===== src/rtl/clk_mon_pkg.sv =====
// Shared types and defaults for the divided-clock monitor.
package clk_mon_pkg;

  // Default width of the period/high-time counters and measurement outputs.
  localparam int DEF_CNT_W = 16;

  // Measurement FSM: IDLE until the first rising edge, then alternates
  // HIGH/LOW following the monitored clock's level.
  typedef enum logic [1:0] {
    IDLE = 2'b00,
    HIGH = 2'b01,
    LOW  = 2'b10
  } mon_state_t;

endpackage


===== src/rtl/sync_edge_det.sv =====
// Multi-flop synchronizer for an asynchronous input with registered
// single-cycle rise/fall strobes. Reusable for any slow async level.
module sync_edge_det #(
  parameter int SYNC_STAGES = 2
) (
  input  logic clk,
  input  logic rst,
  input  logic async_in,
  output logic synced,
  output logic rise,
  output logic fall
);

  logic [SYNC_STAGES-1:0] chain;
  logic                   prev;

  assign synced = chain[SYNC_STAGES-1];

  // Shift the async level through the chain and register edge strobes from
  // the synchronized level versus its one-cycle-delayed copy.
  always_ff @(posedge clk) begin
    if (!rst) begin
      chain <= '0;
      prev  <= 1'b0;
      rise  <= 1'b0;
      fall  <= 1'b0;
    end else begin
      chain <= {chain[SYNC_STAGES-2:0], async_in};
      prev  <= chain[SYNC_STAGES-1];
      rise  <= chain[SYNC_STAGES-1] & ~prev;
      fall  <= ~chain[SYNC_STAGES-1] & prev;
    end
  end

endmodule


===== src/rtl/clk_div_monitor.sv =====
// Measures period and high time of a slow divided clock in clk cycles,
// compares each full period against the expected values and tracks lock.
module clk_div_monitor
  import clk_mon_pkg::*;
#(
  parameter int CNT_W       = DEF_CNT_W,
  parameter int SYNC_STAGES = 2,
  parameter int LOCK_CNT    = 4,
  parameter int TIMEOUT     = 1024
) (
  input  logic             clk,
  input  logic             rst,
  input  logic             sig_in,
  input  logic [CNT_W-1:0] exp_period,
  input  logic [CNT_W-1:0] exp_high,
  output logic             meas_valid,
  output logic [CNT_W-1:0] meas_period,
  output logic [CNT_W-1:0] meas_high,
  output logic             locked,
  output logic             mismatch,
  output logic             timeout
);

  localparam int               MC_W      = $clog2(LOCK_CNT + 1);
  localparam logic [MC_W-1:0]  LOCK_V    = MC_W'(LOCK_CNT);
  localparam logic [CNT_W-1:0] TIMEOUT_V = CNT_W'(TIMEOUT);

  logic             rise;
  logic             fall;
  logic             sync_level_unused;
  logic [CNT_W-1:0] per_cnt;
  logic [CNT_W-1:0] hi_lat;
  logic [MC_W-1:0]  match_cnt;
  logic [MC_W-1:0]  match_inc;
  logic             is_match;
  logic             stalled;
  mon_state_t       state;

  sync_edge_det #(
    .SYNC_STAGES(SYNC_STAGES)
  ) u_sync (
    .clk     (clk),
    .rst     (rst),
    .async_in(sig_in),
    .synced  (sync_level_unused),
    .rise    (rise),
    .fall    (fall)
  );

  // Saturating successor of the match counter, the exact-compare result for
  // the period being closed, and the loss-of-signal condition.
  always_comb begin
    if (match_cnt == LOCK_V) begin
      match_inc = LOCK_V;
    end else begin
      match_inc = match_cnt + MC_W'(1);
    end
    is_match = (per_cnt == exp_period) && (hi_lat == exp_high);
    // >= rather than == so a fall landing exactly on the limit cannot let
    // the counter slip past it and silence the timeout.
    stalled  = (per_cnt >= TIMEOUT_V);
  end

  // Period counter: restarts at 1 on each rising edge so that at the next
  // rise it holds the full period length.
  always_ff @(posedge clk) begin
    if (!rst) begin
      per_cnt <= '0;
    end else if (rise) begin
      per_cnt <= CNT_W'(1);
    end else begin
      per_cnt <= per_cnt + CNT_W'(1);
    end
  end

  // High-time capture: the period count at the falling edge is the high time.
  always_ff @(posedge clk) begin
    if (!rst) begin
      hi_lat <= '0;
    end else if (fall) begin
      hi_lat <= per_cnt;
    end else begin
      hi_lat <= hi_lat;
    end
  end

  // Measurement FSM with registered publish, match/lock and pulse outputs.
  always_ff @(posedge clk) begin
    if (!rst) begin
      state       <= IDLE;
      meas_valid  <= 1'b0;
      meas_period <= '0;
      meas_high   <= '0;
      locked      <= 1'b0;
      mismatch    <= 1'b0;
      timeout     <= 1'b0;
      match_cnt   <= '0;
    end else begin
      meas_valid <= 1'b0;
      mismatch   <= 1'b0;
      timeout    <= 1'b0;
      case (state)
        IDLE: begin
          // First period after reset or loss of signal is partial: no publish.
          if (rise) begin
            state <= HIGH;
          end else begin
            state <= IDLE;
          end
        end
        HIGH: begin
          if (fall) begin
            state <= LOW;
          end else if (stalled) begin
            state     <= IDLE;
            timeout   <= 1'b1;
            locked    <= 1'b0;
            match_cnt <= '0;
          end else begin
            state <= HIGH;
          end
        end
        LOW: begin
          if (rise) begin
            state       <= HIGH;
            meas_valid  <= 1'b1;
            meas_period <= per_cnt;
            meas_high   <= hi_lat;
            if (is_match) begin
              match_cnt <= match_inc;
              locked    <= (match_inc == LOCK_V);
            end else begin
              match_cnt <= '0;
              locked    <= 1'b0;
              mismatch  <= 1'b1;
            end
          end else if (stalled) begin
            state     <= IDLE;
            timeout   <= 1'b1;
            locked    <= 1'b0;
            match_cnt <= '0;
          end else begin
            state <= LOW;
          end
        end
        default: begin
          state     <= IDLE;
          locked    <= 1'b0;
          match_cnt <= '0;
        end
      endcase
    end
  end

endmodule


===== config.mk =====
export PLATFORM = sky130hd
export DESIGN_NAME = clk_div_monitor
export DESIGN_NICKNAME = d
export VERILOG_FILES = /design/src/rtl/clk_mon_pkg.sv /design/src/rtl/sync_edge_det.sv /design/src/rtl/clk_div_monitor.sv
export SDC_FILE = /design/constraint.sdc
export NUM_CORES = 1
export LEC_CHECK = 0
export BUFFER_PORTS_ARGS = -buffer_cell sky130_fd_sc_hd__buf_2
export CORE_ASPECT_RATIO = 1.75
export CORE_MARGIN = 3
export CORE_UTILIZATION = 45
export CTS_CLUSTER_SIZE = 12
export DETAILED_ROUTE_END_ITERATION = 6
export GPL_ROUTABILITY_DRIVEN = 0
export GPL_TIMING_DRIVEN = 0
export MAX_ROUTING_LAYER = met4
export PLACE_DENSITY = 0.67
export SYNTH_ARGS = -nofsm -noshare
export SYNTH_HDL_FRONTEND = slang
export SYNTH_SLANG_ARGS = --single-unit

===== constraint.sdc =====
create_clock -name clk -period 2.05 [get_ports clk]
set_input_delay 0.205 -clock clk [delete_from_list [all_inputs] [get_ports clk]]
set_output_delay 0.205 -clock clk [all_outputs]
set_load 0.005 [all_outputs]

# [Yosys cells after proc, flatten, opt, wreduce, memory -nomap -nowiden]
# Index checks and enable logic that the tools add are counted.
[totals] register_bits=78 output_inout_bits=36
[op_classes] addsub=2 magnitude_cmp=1 eq_ne=7 n_mux=24 bitwise=6 n_reduce_logical=7
[ops] op="16-bit equality test" count=2
[ops] op="16-bit by 1-bit adder with 16-bit output, second input constant" count=1
[ops] op="16-bit by 11-bit >= comparator with 1-bit output, second input constant" count=1
[ops] op="3-bit two-way mux" count=5
[ops] op="1-bit two-way mux" count=12
[ops] op="3-bit case mux with 3 select lines" count=1
[ops] op="3-bit equality test, second input constant" count=2
[ops] op="2-bit two-way mux" count=3
[ops] op="2-bit case mux with 3 select lines" count=1
[ops] op="2-bit AND reduction" count=3
[ops] op="1-bit inverter" count=4
[ops] op="3-bit by 1-bit adder with 3-bit output, second input constant" count=1
[ops] op="1-bit case mux with 3 select lines" count=1
[ops] op="3-bit AND reduction" count=1
[ops] op="1-bit AND" count=2
[ops] op="2-bit by 1-bit equality test with 1-bit output, second input constant" count=1
[ops] op="2-bit equality test, second input constant" count=1
[ops] op="2-bit logical NOT" count=1
[ops] op="2-bit inequality test, second input constant" count=1
[ops] op="1-bit case mux with 2 select lines" count=1
[ops] op="2-bit OR reduction" count=1
[ops] op="1-bit logical AND" count=1

# [Logic depth before layout (Yosys ltp)]
# Gate-level depths: netlist (run 1).
[logic_depth] depth_word=6 depth_mapped=7 mapped_depth_nobuf=7

# [Cells and area by module]
# From an unflattened synthesis (run 1), not the netlist that was laid out.
[unflattened] hier_cells=385 hier_area_um2=3403.3
[by_module_without_submodules] mod="clk_div_monitor" instances=1 cells_each=375 area_per_inst_um2=3263.1 seq_area_each_um2=1461.4
[by_module_without_submodules] mod="sync_edge_det" instances=1 cells_each=10 area_per_inst_um2=140.1 seq_area_each_um2=100.1

# [Least setup slack after synthesis (run 1)]
# OpenSTA, ideal clock, no wires.
[synth_path] path_type="flip-flop to flip-flop" startpoint="reg state[0]" endpoint="reg match_cnt[2]" setup_ns=0.068 t_arrival_ns=1.662 slack_ns=0.319 stages_incl_launch_ff=8 n_path_buf=0 period_less_slack_ns=1.731 cell_sequence="dfxtp_1 > inv_1 > ha_1 > inv_1 > nor4b_1 > and3_1 > nand3_1 > a21oi_2"
[synth_via] elab_chain_len=3 elab_cells_between_ends=7 cone_classes="3 x eq/ne; 1 x mux; 1 x bitwise; 2 x reduce/logical"
[synth_rtl] element="start, declared" line_no="clk_div_monitor.sv:37" source="mon_state_t state;"
[synth_rtl] element="start signal, assigned" line_no="clk_div_monitor.sv:90" source="state <= IDLE;"
[synth_rtl] element="start signal, assigned" line_no="clk_div_monitor.sv:106" source="state <= HIGH;"
[synth_rtl] element="start signal, assigned" line_no="clk_div_monitor.sv:108" source="state <= IDLE;"
[synth_rtl] element="2-bit by 1-bit equality test with 1-bit output / 2-bit logical NOT (equally long branches)" line_no="clk_div_monitor.sv:102" source="case (state)"
[synth_rtl] element="2-bit inequality test (no line) / 1-bit inverter (equally long branches)"
[synth_rtl] element="2-bit AND reduction (no line)"
[synth_rtl] element="end signal, assigned" line_no="clk_div_monitor.sv:130" source="match_cnt <= match_inc;"
[synth_rtl] element="end, declared" line_no="clk_div_monitor.sv:33" source="logic [MC_W-1:0] match_cnt;"
# Parallel ways exist; a longest one is shown, timed or not.
# A chain may end at the register's enable or synchronous reset.

# [Final worst setup path (run 1)]
[layout_path] startpoint="reg state[0]" endpoint="reg match_cnt[1]"
# The elaborated chain is that of the path after synthesis.

==> results of run 1 <==
## layer usage
metal / vias to the layer above / track usage / part of all wire / wire [µm]
met3: 20 / 0.0459 / 0.049 / 413
li1: 1438 / - / - / -
met4: 0 / 0.100 / 0.026 / 216
met2: 73 / 0.343 / 0.51 / 4260
met5: - / - / 0 / 0
met1: 1307 / 0.224 / 0.41 / 3460
## state kept, by name (all words and copies together), names as in the netlist
register,count
match_cnt,3
meas_valid,1
mismatch,1
u_sync.fall,1
u_sync.rise,1
meas_period,16
hi_lat,16
per_cnt,16
u_sync.prev,1
meas_high,16
state,2
timeout,1
locked,1
u_sync.chain,2
## area by class of cell
type,count,area [µm²],area share
Multi-Input combinational cell,276,1810,0.427
Sequential cell,78,1560,0.368
Timing Repair Buffer,69,345,0.0814
Clock buffer,12,246,0.0581
Buffer,26,115,0.0271
Tap cell,86,108,0.0254
Inverter,9,33.8,0.00796
Clock inverter,4,22.5,0.00531
## cell usage in the layout, fill, tap and decap left out, drive strengths merged, types with 9 or more instances in the layout
cell type  instances
a21boi            37
buf               80
clkbuf            27
dfxtp             78
inv                9
mux2i             16
nand2             77
nand4             14
nor2              17
nor2b             19
xnor2             38
## through the flow
step | total power, µW | utilization | cell area, µm²
global placement | 1720 | 0.534 | 3950
finish | 3130 | 0.574 | 4240
detailed placement | 1720 | 0.534 | 3950
global route | 3230 | 0.574 | 4240
CTS | 3150 | 0.573 | 4230
floorplan | 1660 | - | 3490
## final timing paths
path                     startpoint                    endpoint  slack, ns
max             state[0]$_SDFF_PN0_   match_cnt[1]$_SDFFE_PN0P_       0.18
min                          sig_in  u_sync.chain[0]$_SDFF_PN0_       0.07
max reg2reg     state[0]$_SDFF_PN0_   match_cnt[1]$_SDFFE_PN0P_       0.18
min reg2reg  u_sync.prev$_SDFF_PN0_      u_sync.rise$_SDFF_PN0_       0.41
## power by group through the flow
| stage | Combinational, µW | Clock, µW | Sequential [µW] |
|---|---|---|---|
| 2_1_floorplan | 91.4 | 0 | 1570 |
| 3_3_place_gp | 150 | 0 | 1570 |
| 3_5_place_dp | 152 | 0 | 1570 |
| 4_1_cts | 154 | 1460 | 1540 |
| 5_1_grt | 169 | 1520 | 1540 |
| 6_report | 154 | 1440 | 1540 |
## timing repair
item / 4_1_cts / 5_1_grt
endpoints found under the setup margin: 5 / 2
gates resized for setup: 3 / 1
pin swaps: 0 / 0
hold endpoints to repair: 0 / 0
## kinds of logic (layout without fill, tap and decap cells)
| group | after synthesis | count (layout) |
|---|---|---|
| adders and majority gates | 8 | 8 |
| DFF | 78 | 78 |
| and+or+nand+nor | 157 | 157 |
| xor gates and xnor gates | 46 | 46 |
| AOI/OAI and AO/OA | 49 | 49 |
| muxes | 16 | 16 |
| buffers and inverters | 35 | 120 |
==> results.json, run 1 <==
{
  "slew_headroom": 0.465,
  "synth_xor_area_frac": 0.115,
  "cp_cell_sequence": "inv_1 -> ha_1 -> nand2_1 -> nor4b_2 -> and3_1 -> nand3_1 -> a21boi_1",
  "power.density_mw_per_mm2": 738,
  "antenna_cells": 0,
  "first_global_vias": 2790,
  "setup_viol": 0,
  "combPwrFrac": 0.049,
  "whs_ns": 0.0744,
  "cp.required_ns": 2.32,
  "tightest_slew_ns": 0.802,
  "grt_max_degree": 13,
  "min_path_cells": 2,
  "arrival_ns": 2.14,
  "wl_um": 8350,
  "clk_pin_slew_worst_paths_ns": 0.06,
  "async_reset_ff_frac": 0,
  "final_cells": 560,
  "core_mm2": 0.00739,
  "syn_to_final_growth_pct": 21.5,
  "pwr-share-seq": 0.491,
  "final_nets": 512,
  "fin_ws_ns": 0.183,
  "path_max_fanout": 6,
  "synth_compound_area_frac": 0.106,
  "p_sw_uw": 680,
  "tns_ns": 0,
  "finalHoldViolations": 0,
  "cts_tree": "built",
  "yosysUniqueCellTypes": 37,
  "chipWidth_um": 72.6,
  "syn_area_per_cell_um2": 8.98,
  "cts_hold_buffers": 0,
  "rsz0062_at_grt": "false",
  "routed_via_density": 5.07,
  "synth.top_cell.area_share": 0.447,
  "clockRootBuffer": "clkbuf_16",
  "critPathMaxStageDelay_ns": 0.49,
  "io_pins": 71,
  "syn-instance-count": 389,
  "cts_max_level": 3,
  "intPower_uw": 2450,
  "dp_hpwl_um": 6340,
  "status": "complete, no violations",
  "grt_pass1_wl_um": 13500,
  "synthSimpleGateAreaFrac": 0.215,
  "critical_path_class": "reg -> reg",
  "grt_use_total": 0.205,
  "postCtsSetupBuffers": 0,
  "rows": 41,
  "insertion_delay_ns": 0.34,
  "cpLargestDelayFamily": "simple AND/OR/NAND/NOR gates",
  "preCtsSetupSlack_ns": -0.106,
  "post-route-min-period_ns": 1.87,
  "fin_crit_sh": 0.911,
  "clock_path_buffers": 2,
  "synthAdderAreaFrac": 0.0287,
  "synth_top_family_by_area": "simple AND/OR/NAND/NOR gates",
  "drt_iter0_drc": 166,
  "cp.buffers_inverters": 1,
  "numClockSinks": 78,
  "p_clk_frac": 0.460,
  "grt_remaining_overflow": 0,
  "port-buffer-count": 69,
  "postRouteAntennaNets": 0,
  "antenna_found_initial": 0,
  "synth-seq-cells": 78,
  "routedWlPerCell_um": 14.9,
  "ys_warn_count": 0,
  "clock.fmax_mhz": 536,
  "dp_cells": 544,
  "drive_above_1_share": 0.209,
  "clock_skew_ns": 0.00775,
  "ys_top_cells_by_count": "dfxtp_1, nand2_1, xnor2_1, a21boi_0, nor2b_1",
  "swShare": 0.217,
  "drv_slew": 0,
  "syn_nets": 432,
  "synthMuxAreaShare": 0.0458,
  "seq_area_frac_synth": 0.447,
  "synth_area_mm2": 0.00349,
  "yosys.area.top_type": "dfxtp_1",
  "ir_drop_uv": 469,
  "synth_edf_count": 0,
  "rr_worst_depth": 7,
  "initial_utilization": 0.473,
  "cp.depth": 7,
  "die_area_mm2": 0.00890,
  "crit_path_end_kind": "flip-flop",
  "critPathSlowestCell": "nor4b_2",
  "yosysMostFrequentCell": "dfxtp_1",
  "synth_ff_type": "dfxtp_1",
  "drc_errors": 0,
  "n_fill_cell": 692,
  "firstDrtPassIters": 4,
  "vias": 2838,
  "cts_buffers": 9,
  "p_leak_uw": 0.00161,
  "startpoint_type": "flip-flop",
  "fp.dieH_um": 123,
  "drv_cap": 0,
  "min-delay-path-class": "in -> reg",
  "synth.area.top_cells": "dfxtp_1, xnor2_1, nand2_1, a21boi_0, mux2i_1"
}
(Power assumes the default switching activity.)
==> inputs of run 2 (changes only) <==
--- a/config.mk
+++ b/config.mk
@@ -12,7 +12,7 @@
 export CTS_CLUSTER_SIZE = 12
 export DETAILED_ROUTE_END_ITERATION = 6
 export GPL_ROUTABILITY_DRIVEN = 0
-export GPL_TIMING_DRIVEN = 0
+export GPL_TIMING_DRIVEN = 1
 export MAX_ROUTING_LAYER = met4
 export PLACE_DENSITY = 0.67
 export SYNTH_ARGS = -nofsm -noshare
==> run 2 against run 1 <==
Compared with the run above:
- total power increased by 7.1%
- first-iteration DRC count decreased by 12%
- sequential share of layout area decreased by 0.076 points
==> results.json, run 2 (same netlist as run 1, synthesis figures left out) <==
{
  "grt_remaining_overflow": 0,
  "crit_path_end_kind": "flip-flop",
  "min-delay-path-class": "in -> reg",
  "drc_errors": 0,
  "tns_ns": 0,
  "clock.fmax_mhz": 555,
  "critPathMaxStageDelay_ns": 0.57,
  "layout_commonest_cell": "dfxtp_1",
  "p_clk_frac": 0.497,
  "cp_cell_sequence": "or4_4 -> o41a_1 -> o21bai_4 -> nand2_1 -> a21boi_1",
  "vias": 2839,
  "cpLargestDelayFamily": "compound AO/OA/AOI/OAI gates",
  "first_global_vias": 2773,
  "clockRootBuffer": "clkbuf_16",
  "grt_pass1_wl_um": 13500,
  "post-route-min-period_ns": 1.80,
  "drv_slew": 0,
  "chipWidth_um": 72.6,
  "cts_max_level": 3,
  "io_pins": 71,
  "clk_pin_slew_worst_paths_ns": 0.06,
  "p_leak_uw": 0.00161,
  "clock_skew_ns": 0.00321,
  "clock_path_buffers": 2,
  "p_sw_uw": 680,
  "arrival_ns": 2.06,
  "swShare": 0.203,
  "fin_crit_sh": 0.879,
  "final_nets": 498,
  "cts_hold_buffers": 0,
  "combPwrFrac": 0.043,
  "setup_viol": 0,
  "postCtsSetupBuffers": 0,
  "grt_use_total": 0.204,
  "drt_iter0_drc": 146,
  "syn_to_final_growth_pct": 21.7,
  "critPathSlowestCell": "or4_4",
  "utilization": 0.576,
  "pwr-share-seq": 0.459,
  "regArea_mm2": 0.00156,
  "routed_via_density": 5.20,
  "antenna_cells": 0,
  "fp.dieH_um": 123,
  "drive_above_1_share": 0.220,
  "multi_input_area_mm2": 0.00178,
  "cp.buffers_inverters": 0,
  "cts_tree": "built",
  "final_cell_mix": "dfxtp_1, nand2_1, buf_2, xnor2_1, a21boi_0",
  "finalHoldViolations": 0,
  "initial_utilization": 0.473,
  "critical_path_class": "reg -> reg",
  "tightest_slew_ns": 0.513,
  "n_fill_cell": 700,
  "numClockSinks": 78,
  "rsz0062_at_grt": "false",
  "intPower_uw": 2670,
  "postRouteAntennaNets": 0,
  "status": "complete, no violations",
  "power.density_mw_per_mm2": 789,
  "antenna_found_initial": 0,
  "firstDrtPassIters": 5,
  "routedWlPerCell_um": 15.3,
  "cp.required_ns": 2.31,
  "rows": 41,
  "core_mm2": 0.00739,
  "cts_buffers": 9,
  "cts_resized": 0,
  "wl_um": 8340,
  "dp_hpwl_um": 6110,
  "grt_max_degree": 37,
  "die_area_mm2": 0.00890,
  "ir_drop_uv": 566,
  "drv_cap": 0,
  "slew_headroom": 0.657,
  "startpoint_type": "flip-flop",
  "path_max_fanout": 7,
  "port-buffer-count": 70,
  "insertion_delay_ns": 0.33
}
## run 2: cell count changes in the layout (fill, tap and decap cells not counted), moves of 2 or more
| cell | before | now |
|---|---|---|
| clkbuf_1 | 17 | 0 |
| buf_1 | 2 | 0 |
| nor4_1 | 0 | 2 |
| buf_4 | 0 | 10 |
| buf_2 | 77 | 70 |
| clkbuf_8 | 1 | 4 |
## run 2: layout make-up
class	instances	area share
clock buffer	13	0.0659
tap	86	0.0253
multi-input combinational	276	0.419
inverter	9	0.00795
timing repair buffer	81	0.105
clock inverter	3	0.00942
sequential	78	0.367
## run 2: layer usage
metal / track usage / routed length, µm
met1: 0.226 / 3450
met2: 0.340 / 4180
met3: 0.0426 / 452
met4: 0.102 / 256
met5: - / 0
## run 2: through the flow
| stage | power, µW | cell area (µm²) | worst slack (ns) | hold WS (ns) | std cells |
|---|---|---|---|---|---|
| after floorplan | 1660 | 3490 | 0.319 | 0.332 | 389 |
| after CTS | 3390 | 4250 | 0.243 | 0.0729 | 546 |
| after global placement | 1720 | 3930 | 0.303 | 0.393 | 530 |
| after detailed placement | 1720 | 3930 | 0.274 | 0.399 | 530 |
| after global routing | 3460 | 4250 | 0.131 | 0.0987 | 546 |
| final | 3350 | 4250 | 0.249 | 0.0804 | 546 |
## run 2: power by group through the flow
stage / combinational [µW] / sequential (µW) / clock (µW)
floorplan: 91.4 / 1570 / 0
global placement: 144 / 1570 / 0
detailed placement: 146 / 1570 / 0
CTS: 146 / 1540 / 1700
global route: 158 / 1540 / 1770
finish: 145 / 1540 / 1670
## run 2: path summary, 6_finish.rpt
check / start / to / slack, ns / depth (start not counted)
worst max register to register: per_cnt[12]$_SDFF_PP0_ / match_cnt[0]$_SDFFE_PN0P_ / 0.25 / 5
worst min-delay path: sig_in / u_sync.chain[0]$_SDFF_PN0_ / 0.08 / 2
worst min register to register: u_sync.prev$_SDFF_PN0_ / u_sync.rise$_SDFF_PN0_ / 0.41 / 1
worst max-delay path: per_cnt[12]$_SDFF_PP0_ / match_cnt[0]$_SDFFE_PN0P_ / 0.25 / 5
